[src/rtl/seq_mon_pkg.sv]
// Shared FSM encoding, default widths and saturation limits for seq_pattern_monitor.
package seq_mon_pkg;

  typedef enum logic [1:0] {
    IDLE       = 2'd0,
    WAIT_FIRST = 2'd1,
    MEASURE    = 2'd2
  } mon_state_e;

  localparam int unsigned DW_DEF = 8;
  localparam int unsigned CW_DEF = 16;
  localparam int unsigned PW_DEF = 10;

  localparam logic [CW_DEF-1:0] CNT_MAX = '1;
  localparam logic [PW_DEF-1:0] PER_MAX = '1;

endpackage

[src/rtl/seq_pattern_monitor_sat_counter.sv]
// Saturating up-counter with clear, load-to-one and a sticky flag that records
// an increment attempted while already at all-ones.
module sat_counter #(
  parameter int unsigned W = 8
) (
  input  logic         clk,
  input  logic         rst,
  input  logic         i_clr,
  input  logic         i_load1,
  input  logic         i_inc,
  output logic [W-1:0] o_count,
  output logic         o_sat
);

  localparam logic [W-1:0] MAX = '1;
  localparam logic [W-1:0] ONE = W'(1);

  logic [W-1:0] r_count;
  logic         r_sat;

  always_ff @(posedge clk or posedge rst) begin
    if (rst) begin
      r_count <= '0;
      r_sat   <= 1'b0;
    end else if (i_clr) begin
      r_count <= '0;
      r_sat   <= 1'b0;
    end else if (i_load1) begin
      r_count <= ONE;
    end else if (i_inc) begin
      if (r_count == MAX) r_sat <= 1'b1;
      else                r_count <= r_count + ONE;
    end
  end

  assign o_count = r_count;
  assign o_sat   = r_sat;

endmodule

[src/rtl/seq_pattern_monitor.sv]
// Pattern detector / match counter / match-period meter on the generator sequence.
// Define SEQ_MON_MINMAX_EN to add period_min / period_max tracking outputs.
module seq_pattern_monitor
  import seq_mon_pkg::*;
#(
  parameter int unsigned DW = DW_DEF,
  parameter int unsigned CW = CW_DEF,
  parameter int unsigned PW = PW_DEF
) (
  input  logic          clk,
  input  logic          rst,
  input  logic [DW-1:0] q_in,
  input  logic          q_valid,
  input  logic [DW-1:0] target,
  input  logic          arm,
  output logic          match,
  output logic [CW-1:0] match_count,
  output logic [PW-1:0] period,
  output logic          period_valid,
  output logic          period_ovf,
  output logic          busy
`ifdef SEQ_MON_MINMAX_EN
  ,
  output logic [PW-1:0] period_min,
  output logic [PW-1:0] period_max
`endif
);

  mon_state_e    r_state, w_state_nxt;
  logic [DW-1:0] r_target;
  logic          r_match;
  logic [PW-1:0] r_period;
  logic          r_period_valid;
  logic [PW-1:0] w_per_cnt;
  logic          w_per_sat;
  logic          w_cnt_sat;
  logic          w_hit;
  logic          w_first;
  logic          w_next;

  assign w_hit = q_valid && (q_in == r_target);

  // arm outranks a coincident match in every state
  always_comb begin
    w_state_nxt = r_state;
    w_first     = 1'b0;
    w_next      = 1'b0;
    unique case (r_state)
      IDLE: begin
        if (arm) w_state_nxt = WAIT_FIRST;
      end
      WAIT_FIRST: begin
        if (arm) begin
          w_state_nxt = WAIT_FIRST;
        end else if (w_hit) begin
          w_first     = 1'b1;
          w_state_nxt = MEASURE;
        end
      end
      MEASURE: begin
        if (arm)        w_state_nxt = WAIT_FIRST;
        else if (w_hit) w_next      = 1'b1;
      end
      default: w_state_nxt = IDLE;
    endcase
  end

  sat_counter #(.W(PW)) u_period_cnt (
    .clk     (clk),
    .rst     (rst),
    .i_clr   (arm),
    .i_load1 (w_first || w_next),
    .i_inc   (r_state == MEASURE),
    .o_count (w_per_cnt),
    .o_sat   (w_per_sat)
  );

  sat_counter #(.W(CW)) u_match_cnt (
    .clk     (clk),
    .rst     (rst),
    .i_clr   (arm),
    .i_load1 (1'b0),
    .i_inc   ((w_first || w_next) && !w_cnt_sat),
    .o_count (match_count),
    .o_sat   (w_cnt_sat)
  );

  always_ff @(posedge clk or posedge rst) begin
    if (rst) begin
      r_state        <= IDLE;
      r_target       <= '0;
      r_match        <= 1'b0;
      r_period       <= '0;
      r_period_valid <= 1'b0;
    end else begin
      r_state <= w_state_nxt;
      r_match <= w_first || w_next;
      if (arm) begin
        r_target       <= target;
        r_period       <= '0;
        r_period_valid <= 1'b0;
      end else if (w_next) begin
        r_period       <= w_per_cnt;
        r_period_valid <= 1'b1;
      end
    end
  end

`ifdef SEQ_MON_MINMAX_EN
  logic [PW-1:0] r_min;
  logic [PW-1:0] r_max;

  always_ff @(posedge clk or posedge rst) begin
    if (rst) begin
      r_min <= '1;
      r_max <= '0;
    end else if (arm) begin
      r_min <= '1;
      r_max <= '0;
    end else if (w_next) begin
      if (w_per_cnt < r_min) r_min <= w_per_cnt;
      if (w_per_cnt > r_max) r_max <= w_per_cnt;
    end
  end

  assign period_min = r_min;
  assign period_max = r_max;
`endif

  assign match        = r_match;
  assign period       = r_period;
  assign period_valid = r_period_valid;
  assign period_ovf   = w_per_sat;
  assign busy         = (r_state != IDLE);

endmodule

[config.mk]
export PLATFORM = sky130hd
export DESIGN_NAME = seq_pattern_monitor
export DESIGN_NICKNAME = d
export VERILOG_FILES = /design/src/rtl/seq_mon_pkg.sv /design/src/rtl/seq_pattern_monitor_sat_counter.sv /design/src/rtl/seq_pattern_monitor.sv
export SDC_FILE = /design/constraint.sdc
export NUM_CORES = 1
export LEC_CHECK = 0
export CORE_MARGIN = 2
export CORE_UTILIZATION = 56
export CTS_CLUSTER_SIZE = 12
export DETAILED_ROUTE_END_ITERATION = 6
export PLACE_DENSITY = 0.85
export SETUP_SLACK_MARGIN = 0.2
export SLEW_MARGIN = 20
export SYNTH_ARGS = -nofsm -noshare
export SYNTH_HDL_FRONTEND = slang
export SYNTH_SLANG_ARGS = --single-unit
[constraint.sdc]
create_clock -name clk -period 3.8 [get_ports clk]
set_input_delay 0.76 -clock clk [delete_from_list [all_inputs] [get_ports clk]]
set_output_delay 0.76 -clock clk [all_outputs]
set_load 0.02 [all_outputs]
; Word-level counts from Yosys, hierarchy flattened
; Index checks and enable logic that the tools add are counted.
[totals]
reg_bits = 50
in_bits = 20
[op_classes]
eq_ne = 10
reduce_logical = 18
muxes = 26
add_sub_neg = 2
[op_table]
columns = op, n
row1 = $mux W10, 6
row2 = $mux W16, 3
row3 = $add A16 B1 Y16 const B, 1
row4 = $eq A16 B16 Y1 const B, 1
row5 = $mux W1, 13
row6 = $reduce_bool A2 Y1, 6
row7 = $add A10 B1 Y10 const B, 1
row8 = $eq A10 B10 Y1 const B, 1
row9 = $eq A8 B8 Y1, 1
row10 = $reduce_and A2 Y1, 4
row11 = $mux W2, 3
row12 = $ne A2 B2 Y1 const B, 2
row13 = $pmux W2 S2, 1
row14 = $ne A3 B2 Y1 const B, 1
row15 = $ne A3 B3 Y1 const B, 1
row16 = $reduce_and A3 Y1, 1
row17 = $reduce_bool A3 Y1, 1
row18 = $eq A2 B1 Y1 const B, 1
row19 = $eq A2 B2 Y1 const B, 1
row20 = $logic_and A1 B1 Y1, 2
row21 = $logic_not A2 Y1, 1
row22 = $ne A2 B1 Y1 const B, 1
row23 = $reduce_or A2 Y1, 1
row24 = $logic_not A1 Y1, 1
row25 = $logic_or A1 B1 Y1, 1

; Depth between registers and ports, before layout
; Gate-level depths: netlist of run 1.
[depth]
ltp_word = 9
mapped_depth = 7
ltp_nobuf = 6

; Modules after synthesis
; From an unflattened synthesis of run 1, not the netlist that was laid out.
[unflattened]
cells_unflattened = 248
hier_area_um2 = 2647.5
[modules_own_cells]
columns = mod, area_per_inst_um2, instances, cells_per_inst, seq_area_each_um2
row1 = seq_pattern_monitor, 1061.0, 1, 81, 550.5
row2 = sat_counter at u_match_cnt, 975.9, 1, 100, 425.4
row3 = sat_counter at u_period_cnt, 610.6, 1, 67, 275.3

; Worst setup path before layout of run 1
; OpenSTA, ideal clock, no wires.
[synth_path]
path_type = input port to flip-flop
start = in q_in[0]
end = reg r_period[0], in the netlist period[0]
path_buffers = 1
required_ns = 3.675
arrival_ns = 2.101
setup_slack_ns = 1.575
path_stages = 6
path_cell_list = xnor2_1 -> and4_1 -> nand3_1 -> nor3_1 -> buf_2 -> mux2_2
[synth_between]
elab_chain_cells = 6
[synth_lines]
columns = element, line_no
row1 = from (decl), seq_pattern_monitor.sv:12  ; input logic [DW-1:0] q_in,
row2 = $eq A8 B8 Y1, seq_pattern_monitor.sv:41  ; assign w_hit = q_valid && (q_in == r_target);
row3 = $logic_and A1 B1 Y1, seq_pattern_monitor.sv:41
row4 = $mux W1, seq_pattern_monitor.sv:62  ; else if (w_hit) w_next = 1'b1;
row5 = $mux W1, n/a
row6 = $mux W1, seq_pattern_monitor.sv:48  ; unique case (r_state)
row7 = $reduce_bool A2 Y1 (no source line), n/a
row8 = to (signal assigned), seq_pattern_monitor.sv:103  ; r_period <= w_per_cnt;
row9 = to (decl), seq_pattern_monitor.sv:32  ; logic [PW-1:0] r_period;
; Every way passes these cells.
; A chain may end at the register's enable or synchronous reset.

; Worst setup path after layout of run 1
[layout_path]
start = in arm
end = reg u_match_cnt.r_count[11], in the netlist u_match_cnt.o_count[11]
[layout_between]
elab_chain_cells = 6
word_cells_on_any_way = 9
[layout_lines]
columns = element, line_no
row1 = from (decl), seq_pattern_monitor.sv:15  ; input logic arm,
row2 = $mux W1, seq_pattern_monitor.sv:53  ; if (arm) begin
row3 = $mux W1, seq_pattern_monitor.sv:48
row4 = $logic_or A1 B1 Y1, seq_pattern_monitor.sv:83  ; .i_inc ((w_first || w_next) && !w_cnt_sat),
row5 = $logic_and A1 B1 Y1, seq_pattern_monitor.sv:83
row6 = $reduce_bool A2 Y1 (no source line), n/a
row7 = $reduce_and A2 Y1 (no source line), n/a
row8 = to (signal assigned), seq_pattern_monitor_sat_counter.sv:32  ; else r_count <= r_count + ONE;
row9 = to (decl), seq_pattern_monitor_sat_counter.sv:18  ; logic [W-1:0] r_count;
; Parallel ways exist; a longest one is shown, timed or not.

==> results.py, run 1 <==
metrics = {
    "die": {
        "die_y_um": 72.9,
        "die_w_um": 72.9,
        "initial_core_util_pct": 57.0,
        "num_rows": 25,
        "core-area_mm2": 0.00466,
        "pin_count": 50,
        "die_area_mm2": 0.00531,
    },
    "clock_tree": {
        "cts_max_level": 2,
        "clock-sinks": 50,
        "ctsResizeCount": 0,
        "postCtsSetupBuffers": 0,
        "cts-root-buf": "clkbuf_8",
        "cts_buffers": 5,
        "cts_buffer_depth": 2,
        "cts_tree": "yes",
        "insertion_delay_ns": 0.31,
        "cts_hold_buffers": 0,
        "clk_pin_slew_ns": 0.10,
    },
    "detailed_routing": {
        "drt_wl_total_um": 5840,
        "vias_per_cell": 5.98,
        "drc_errors": 0,
        "drt_iter0_drc": 231,
        "post_drt_wl_per_cell_um": 16.0,
        "ant_nets": 0,
        "first_pass_iters": 4,
        "vias": 2181,
    },
    "worst_setup_path": {
        "crit_arrival_ns": 3.00,
        "required_ns": 4.00,
        "crit_type": "in2reg",
        "cp-start-kind": "primary input",
        "cp_max_fo": 13,
        "end_kind": "register",
    },
    "sta": {
        "hold_viol": 0,
        "finClkSkew_ns": 0.00887,
        "finalCritPeriodShare_pct": 73.8,
        "setup_viol": 0,
        "fin_crit_ns": 2.80,
        "report.final.slew_viol_count": 0,
        "fin_ws_ns": 0.997,
        "fmax_mhz": 357,
        "hold_slack_ns": 0.491,
        "setup_tns_ns": 0,
        "slew_headroom_pct": 42.2,
        "tightest_slew_ns": 0.866,
        "rsz0062_at_grt": "false",
    },
    "cells_and_area": {
        "fin_nets": 332,
        "layout_commonest_cell": "dfrtp_1",
        "final_cell_mix": "dfrtp_1, clkdlybuf4s50_1, a21oi_1",
        "final_area_mm2": 0.00328,
        "stdcell_count": 365,
        "drive_above_1_share_pct": 12.2,
        "fillCellCount": 358,
        "syn_to_final_growth_pct": 23.4,
        "num_antenna_cells": 0,
    },
    "run_status": {
        "status": "completed",
    },
    "pwr": {
        "power_density_mw_per_mm2": 290,
        "ir_drop_v": 0.000267,
        "p_leak_nw": 1.31,
    },
    "placement": {
        "dp.cells": 357,
        "port_buffers": 49,
        "place_area_mm2": 0.00319,
        "gp_congestion": 0.855,
        "dp_hpwl_um": 4150,
        "pre_cts_slack_ns": 0.699,
    },
    "global_routing": {
        "grt_max_degree": 51,
        "grt.overflow.total": 0,
        "grt_usage_pct": 24.0,
        "grt_pass1_wl_um": 9830,
        "grt_pass1_vias": 2094,
        "antenna_found_initial": 0,
    },
    "logic_synthesis": {
        "synth_edf_count": 0,
        "ys_warn_count": 0,
        "seq_area_frac_synth_pct": 47.1,
        "ys.flop_type": "dfrtp_1",
        "syn_area_mm2": 0.00266,
        "synth_cell_types": 46,
        "async_flop_share_pct": 100,
        "synthCells": 261,
        "synthesis.nets": 283,
        "yosys_register_bits": 50,
        "avgSynthCellArea_um2": 10.2,
    },
    "min_path": {
        "hold_class": "reg2reg",
    },
    "job": {
        "drv_cap": 0,
    },
}
## worst paths after layout
path / cells past startpoint / start / endpoint / slack, ns
min in group asynchronous: 2 / rst / period[3]$_DFFE_PP0P_ / 0.92
max: 6 / arm / u_match_cnt.o_count[11]$_DFFE_PP0P_ / 1.0
min: 1 / period_valid$_DFFE_PP0P_ / period_valid$_DFFE_PP0P_ / 0.49
max reg2reg: 6 / u_match_cnt.o_count[0]$_DFFE_PP0P_ / u_match_cnt.o_count[7]$_DFFE_PP0P_ / 1.65
max in group asynchronous: 2 / rst / r_target[2]$_DFFE_PP0P_ / 2.36
min reg2reg: 1 / period_valid$_DFFE_PP0P_ / period_valid$_DFFE_PP0P_ / 0.49
## report_power, final
group	switching, mW	leakage, nW	internal (mW)
combinational	0.0456	0.594	0.0409
sequential	0.00615	0.675	0.540
clock	0.186	0.0408	0.132
## synth_stat cells (6+ instances only)
| library cell | number | area share, % |
|---|---|---|
| a21oi_1 | 19 | 3.6 |
| clkbuf_1 | 6 | 0.85 |
| dfrtp_1 | 50 | 47 |
| inv_1 | 6 | 0.85 |
| mux2_2 | 18 | 7.6 |
| nand2_1 | 13 | 1.8 |
| nand3_1 | 12 | 2.3 |
| nand4_1 | 11 | 2.6 |
| nor2_1 | 18 | 2.5 |
| nor2b_1 | 10 | 2.4 |
| nor3_1 | 6 | 1.1 |
| o21ai_0 | 13 | 2.4 |
| or3_1 | 10 | 2.4 |
| or4_1 | 7 | 2.0 |
| xnor2_1 | 8 | 2.6 |
| xor2_1 | 7 | 2.3 |
## cell families (layout without fill, tap and decap cells)
| logic type | count (synthesis) | in the layout | share of synthesized area, % |
|---|---|---|---|
| adders and majority gates | 2 | 2 | 0.941 |
| xor gates and xnor gates | 15 | 15 | 4.94 |
| DFF | 50 | 50 | 47.1 |
| and+or+nand+nor | 108 | 108 | 23.9 |
| muxes | 22 | 22 | 9.18 |
| buffers and inverters | 16 | 66 | 2.78 |
| AOI/OAI and AO/OA | 48 | 48 | 11.2 |
## through the flow
step | total power [mW] | util [%]
6_report | 0.951 | 70.4
5_1_grt | 0.992 | 70.4
4_1_cts | 0.960 | 70.4
3_5_place_dp | 0.643 | 68.4
3_3_place_gp | 0.640 | 68.4
2_1_floorplan | 0.609 | -
## registers in the layout, summed over array words and instances (netlist names)
name	count
u_match_cnt.o_count	16
period	10
u_period_cnt.o_count	10
r_target	8
r_state	2
match	1
period_valid	1
u_match_cnt.o_sat	1
u_period_cnt.o_sat	1
## metal layers
metal / global-route usage, % / vias up / routed length (µm)
li1: - / 1046 / -
met1: 33.5 / 1065 / 2600
met2: 37.9 / 61 / 2960
met3: 4.56 / 9 / 214
met4: 8.02 / 0 / 77
met5: 0 / - / 0
## final cells by class
type                       instances  area, µm²  share of cell area, %
clock buffer                       5       68.8                   2.10
sequential                        50       1250                   38.1
tap                               54       67.6                   2.06
clock inverter                     3       23.8                  0.725
timing repair buffer              52        513                   15.6
multi-input combinational        195       1330                   40.6
inverter                           6       23.8                  0.725
## critical path, cell delays in order
cell             delay, ns
clkdlybuf4s50_1       0.67
nor2b_1               0.28
nand4_1               0.50
o2111ai_1             0.50
nor3_1                0.10
o21a_1                0.20
(Power assumes the default switching activity.)
==> run 2, diff against run 1 <==
- CORE_UTILIZATION: 56 -> 52
- PLACE_DENSITY: 0.85 -> 0.8
- clock period: 3.8 -> 2.7 ns (I/O delays scaled with it)
==> results.py, run 2 (synthesis gave the netlist of run 1 again) <==
metrics = {
    "run_status": {
        "status": "completed",
    },
    "die": {
        "num_rows": 26,
        "core-area_mm2": 0.00501,
        "pin_count": 50,
        "initial_core_util_pct": 53.0,
        "die_y_um": 75.5,
        "die_w_um": 75.5,
        "die_area_mm2": 0.00570,
    },
    "global_routing": {
        "grt_max_degree": 27,
        "antenna_found_initial": 0,
        "grt_usage_pct": 22.0,
        "grt_pass1_wl_um": 9450,
        "grt_pass1_vias": 1980,
        "grt.overflow.total": 0,
    },
    "sta": {
        "setup_tns_ns": 0,
        "report.final.slew_viol_count": 0,
        "tightest_slew_ns": 0.642,
        "slew_headroom_pct": 57.2,
        "finalCritPeriodShare_pct": 84.9,
        "hold_slack_ns": 0.480,
        "fin_ws_ns": 0.408,
        "setup_viol": 0,
        "hold_viol": 0,
        "rsz0062_at_grt": "false",
        "finClkSkew_ns": 0.00641,
        "fin_crit_ns": 2.29,
        "fmax_mhz": 436,
    },
    "cells_and_area": {
        "final_cell_mix": "dfrtp_1, clkdlybuf4s50_1, a21oi_1",
        "fin_nets": 337,
        "finish.utilization_pct": 66.5,
        "num_antenna_cells": 0,
        "largest_register_ffs": 16,
        "layout_commonest_cell": "dfrtp_1",
        "syn_to_final_growth_pct": 25.4,
        "drive_above_1_share_pct": 13.4,
    },
    "clock_tree": {
        "cts_buffers": 5,
        "cts_buffer_depth": 2,
        "clock-sinks": 50,
        "cts_max_level": 2,
        "cts_hold_buffers": 0,
        "clk_pin_slew_ns": 0.08,
        "cts-root-buf": "clkbuf_8",
        "cts_tree": "yes",
        "insertion_delay_ns": 0.30,
    },
    "placement": {
        "gp_congestion": 0.891,
        "dp_hpwl_um": 4150,
        "pre_cts_slack_ns": 0.0248,
        "port_buffers": 49,
    },
    "detailed_routing": {
        "drt_wl_total_um": 5510,
        "drt_iter0_drc": 145,
        "vias_per_cell": 5.67,
        "vias": 2178,
        "ant_nets": 0,
        "post_drt_wl_per_cell_um": 14.4,
        "drc_errors": 0,
        "first_pass_iters": 4,
    },
    "worst_setup_path": {
        "rr_startpoint": "u_match_cnt.o_count[0]$_DFFE_PP0P_",
        "cp_cell_sequence": "clkdlybuf4s50_1 -> xnor2_1 -> and4_1 -> a31oi_4 -> nor4b_2 -> mux2_2",
        "cp_max_fo": 26,
        "slowest_delay_ns": 0.48,
        "crit_arrival_ns": 2.48,
        "reg2reg_to": "u_match_cnt.o_count[15]$_DFFE_PP0P_",
        "r2r_slack_ns": 0.56,
        "worst_path_max_delay_cell": "clkdlybuf4s50_1",
        "cp-start-kind": "primary input",
        "end_kind": "register",
        "crit_type": "in2reg",
        "rr_worst_depth": 6,
        "required_ns": 2.89,
    },
    "pwr": {
        "power_density_mw_per_mm2": 396,
        "ir_drop_v": 0.000298,
        "finalPower_mw": 1.32,
        "p_leak_nw": 1.34,
    },
    "min_path": {
        "hold_class": "in2async",
    },
    "job": {
        "drv_cap": 0,
    },
}
==> run 2: cell count changes in the layout (fill, tap and decap cells not counted) <==
cell	previous run	this run
clkbuf_8	5	6
clkinv_2	1	0
buf_4	3	8
inv_6	1	0
nor4b_1	2	1
clkinvlp_4	2	0
nor4b_2	0	1
inv_2	0	1
==> run 2: critical path, delay by kind of cell <==
kind / cells / cell delay [ns]
compound gates: 1 / 0.28
xor+xnor: 1 / 0.15
buf+inv: 1 / 0.48
mux: 1 / 0.36
simple gates: 2 / 0.67
==> run 2: worst max path at each step <==
| stage | startpoint | endpoint | slack (ns) | cells after the start |
|---|---|---|---|---|
| after global placement | q_in[6] | u_match_cnt.o_count[7]$_DFFE_PP0P_ | 0.12 | 6 |
| final | q_in[0] | u_match_cnt.o_count[7]$_DFFE_PP0P_ | 0.41 | 6 |
| after detailed placement | q_in[0] | u_match_cnt.o_count[7]$_DFFE_PP0P_ | 0.02 | 6 |
| after CTS | q_in[0] | u_match_cnt.o_count[7]$_DFFE_PP0P_ | 0.35 | 6 |
| after global routing | q_in[1] | u_match_cnt.o_count[7]$_DFFE_PP0P_ | 0.29 | 6 |
| after floorplan | q_in[0] | period[0]$_DFFE_PP0P_ | 0.69 | 6 |
==> run 2: where the power goes <==
| part | leakage (nW) | switching (mW) | internal, mW |
|---|---|---|---|
| Sequential | 0.675 | 0.00883 | 0.760 |
| Combinational | 0.617 | 0.0625 | 0.0605 |
| Clock | 0.0431 | 0.229 | 0.198 |
==> run 2: metrics by stage <==
stage	area (µm²)	cells
detailed placement	3240	378
floorplan	2660	261
global route	3330	384
CTS	3330	384
global placement	3240	378
finish	3330	384
==> run 2: layer usage <==
layer	share of wire, %	global-route usage, %
met1	45	30.1
met2	49	35.4
met3	4.0	4.50
met4	1.4	7.21
met5	0	0
==> run 2: area by class of cell <==
cell class,instances,area (µm²)
Clock buffer,6,82.6
Fill cell,422,1680
Inverter,6,22.5
Multi-Input combinational cell,195,1340
Sequential cell,50,1250
Tap cell,70,87.6
Timing Repair Buffer,57,551
==> run 2: what timing repair did <==
action / in CTS / in global routing
resized for setup: 0 / 1
setup endpoints to repair: 0 / 1
buffers inserted: 0 / 0
==> run 3, diff against run 2 <==
- clock period: 2.7 -> 2.2 ns (I/O delays scaled with it)
==> results.py, run 3 (synthesis gave the netlist of run 1 again) <==
metrics = {
    "run_status": {
        "status": "completed",
    },
    "cells_and_area": {
        "fin_nets": 365,
        "seq_area_mm2": 0.00125,
        "num_antenna_cells": 0,
        "largest_register_ffs": 16,
        "layout_commonest_cell": "dfrtp_1",
        "syn_to_final_growth_pct": 41.1,
        "fillCellCount": 355,
        "multi_input_area_mm2": 0.00149,
        "drive_above_1_share_pct": 28.8,
        "final_cell_mix": "dfrtp_1, clkdlybuf4s50_1, buf_4",
    },
    "detailed_routing": {
        "drt_wl_total_um": 6620,
        "drc_errors": 0,
        "vias_per_cell": 5.79,
        "first_pass_iters": 4,
        "drt_iter0_drc": 201,
        "vias": 2397,
        "post_drt_wl_per_cell_um": 16.0,
        "ant_nets": 0,
    },
    "global_routing": {
        "grt_use_met1_pct": 31.0,
        "met2_usage_pct": 39.0,
        "grt.overflow.total": 0,
        "grt_busiest_layer": "met2",
        "use_met3_pct": 4.50,
        "grt_max_degree": 33,
        "grt_pass1_vias": 2244,
        "antenna_found_initial": 0,
        "grt_usage_pct": 23.7,
        "grt_pass1_wl_um": 10300,
    },
    "die": {
        "die_area_mm2": 0.00570,
        "initial_core_util_pct": 53.0,
        "die_y_um": 75.5,
        "die_w_um": 75.5,
        "pin_count": 50,
        "core-area_mm2": 0.00501,
        "num_rows": 26,
    },
    "worst_setup_path": {
        "crit_type": "reg2reg",
        "rr_startpoint": "u_match_cnt.o_count[1]$_DFFE_PP0P_",
        "cp_max_fo": 5,
        "critPathLaunch": "u_match_cnt.o_count[1]$_DFFE_PP0P_",
        "end_kind": "register",
        "cp-start-kind": "register",
        "rr_worst_depth": 6,
        "r2r_slack_ns": 0.27,
        "endpoint": "u_match_cnt.o_count[5]$_DFFE_PP0P_",
        "reg2reg_to": "u_match_cnt.o_count[5]$_DFFE_PP0P_",
        "crit_arrival_ns": 2.13,
        "required_ns": 2.40,
    },
    "sta": {
        "fin_crit_ns": 1.93,
        "hold_viol": 0,
        "setup_viol": 0,
        "tightest_slew_ns": 0.466,
        "fin_ws_ns": 0.269,
        "fmax_mhz": 518,
        "report.final.slew_viol_count": 0,
        "rsz0062_at_grt": "true",
        "finalCritPeriodShare_pct": 87.8,
        "setup_tns_ns": 0,
        "slew_headroom_pct": 68.9,
        "finClkSkew_ns": 0.0148,
    },
    "min_path": {
        "hold_class": "in2async",
    },
    "placement": {
        "pre_cts_slack_ns": -0.212,
        "gp_congestion": 0.907,
        "port_buffers": 49,
        "dp_hpwl_um": 4380,
    },
    "clock_tree": {
        "cts_buffers": 5,
        "clk_pin_slew_ns": 0.10,
        "clock-sinks": 50,
        "insertion_delay_ns": 0.31,
        "cts_buffer_depth": 2,
        "cts_max_level": 2,
        "cts-root-buf": "clkbuf_8",
        "cts_tree": "yes",
    },
    "pwr": {
        "ir_drop_v": 0.000376,
        "power_density_mw_per_mm2": 478,
        "p_leak_nw": 1.59,
    },
    "job": {
        "drv_cap": 0,
    },
}
## run 3: layer usage
metal / part of all wire (%) / routed length [µm]
met1: 41 / 2710
met2: 52 / 3460
met3: 4.5 / 301
met4: 2.1 / 140
met5: 0 / 0
## run 3: report_power, final
part           leakage, nW  internal (mW)  switching, mW
Clock               0.0579          0.335          0.307
Combinational        0.865          0.106         0.0933
Sequential           0.672          0.933         0.0159
## run 3: worst min path at each step
stage	start	slack, ns	depth (start not counted)	end
after detailed placement	period_valid$_DFFE_PP0P_	0.50	1	period_valid$_DFFE_PP0P_
after global placement	period_valid$_DFFE_PP0P_	0.50	1	period_valid$_DFFE_PP0P_
final	rst	0.45	2	period[2]$_DFFE_PP0P_
after global routing	rst	0.49	2	period[2]$_DFFE_PP0P_
after CTS	rst	0.46	2	u_match_cnt.o_count[13]$_DFFE_PP0P_
after floorplan	u_period_cnt.o_count[8]$_DFFE_PP0P_	0.49	1	u_period_cnt.o_count[8]$_DFFE_PP0P_
## run 3: area by class of cell
type,instances,area share [%]
tap,70,2.33
clock buffer,5,1.83
clock inverter,3,1.07
timing repair buffer,84,21.0
multi-input combinational,196,39.7
inverter,6,0.600
sequential,50,33.5
## run 3: what timing repair did
item / CTS / global route
endpoints found under the setup margin: 20 / 26
buffers inserted: 4 / 7
pin swaps: 6 / 9
cloned: 0 / 2
resized for setup: 19 / 30
hold buffers: 0 / 0
## run 3: stage by stage
stage / std cells / hold WS (ns) / power, mW / instance area (µm²) / util, %
floorplan: 261 / 0.490 / 1.05 / 2660 / -
global placement: 393 / 0.495 / 1.13 / 3380 / 67.5
detailed placement: 393 / 0.497 / 1.13 / 3380 / 67.5
CTS: 405 / 0.464 / 1.79 / 3580 / 71.4
global route: 414 / 0.491 / 1.85 / 3750 / 74.9
finish: 414 / 0.452 / 1.79 / 3750 / 74.9
## run 3: critical path, stage by stage (launching register included)
cell     delay [ns]
dfrtp_1        0.39
ha_1           0.22
nand4_1        0.21
or3_2          0.55
o21ai_0        0.24
or3_1          0.16
a21oi_2        0.05
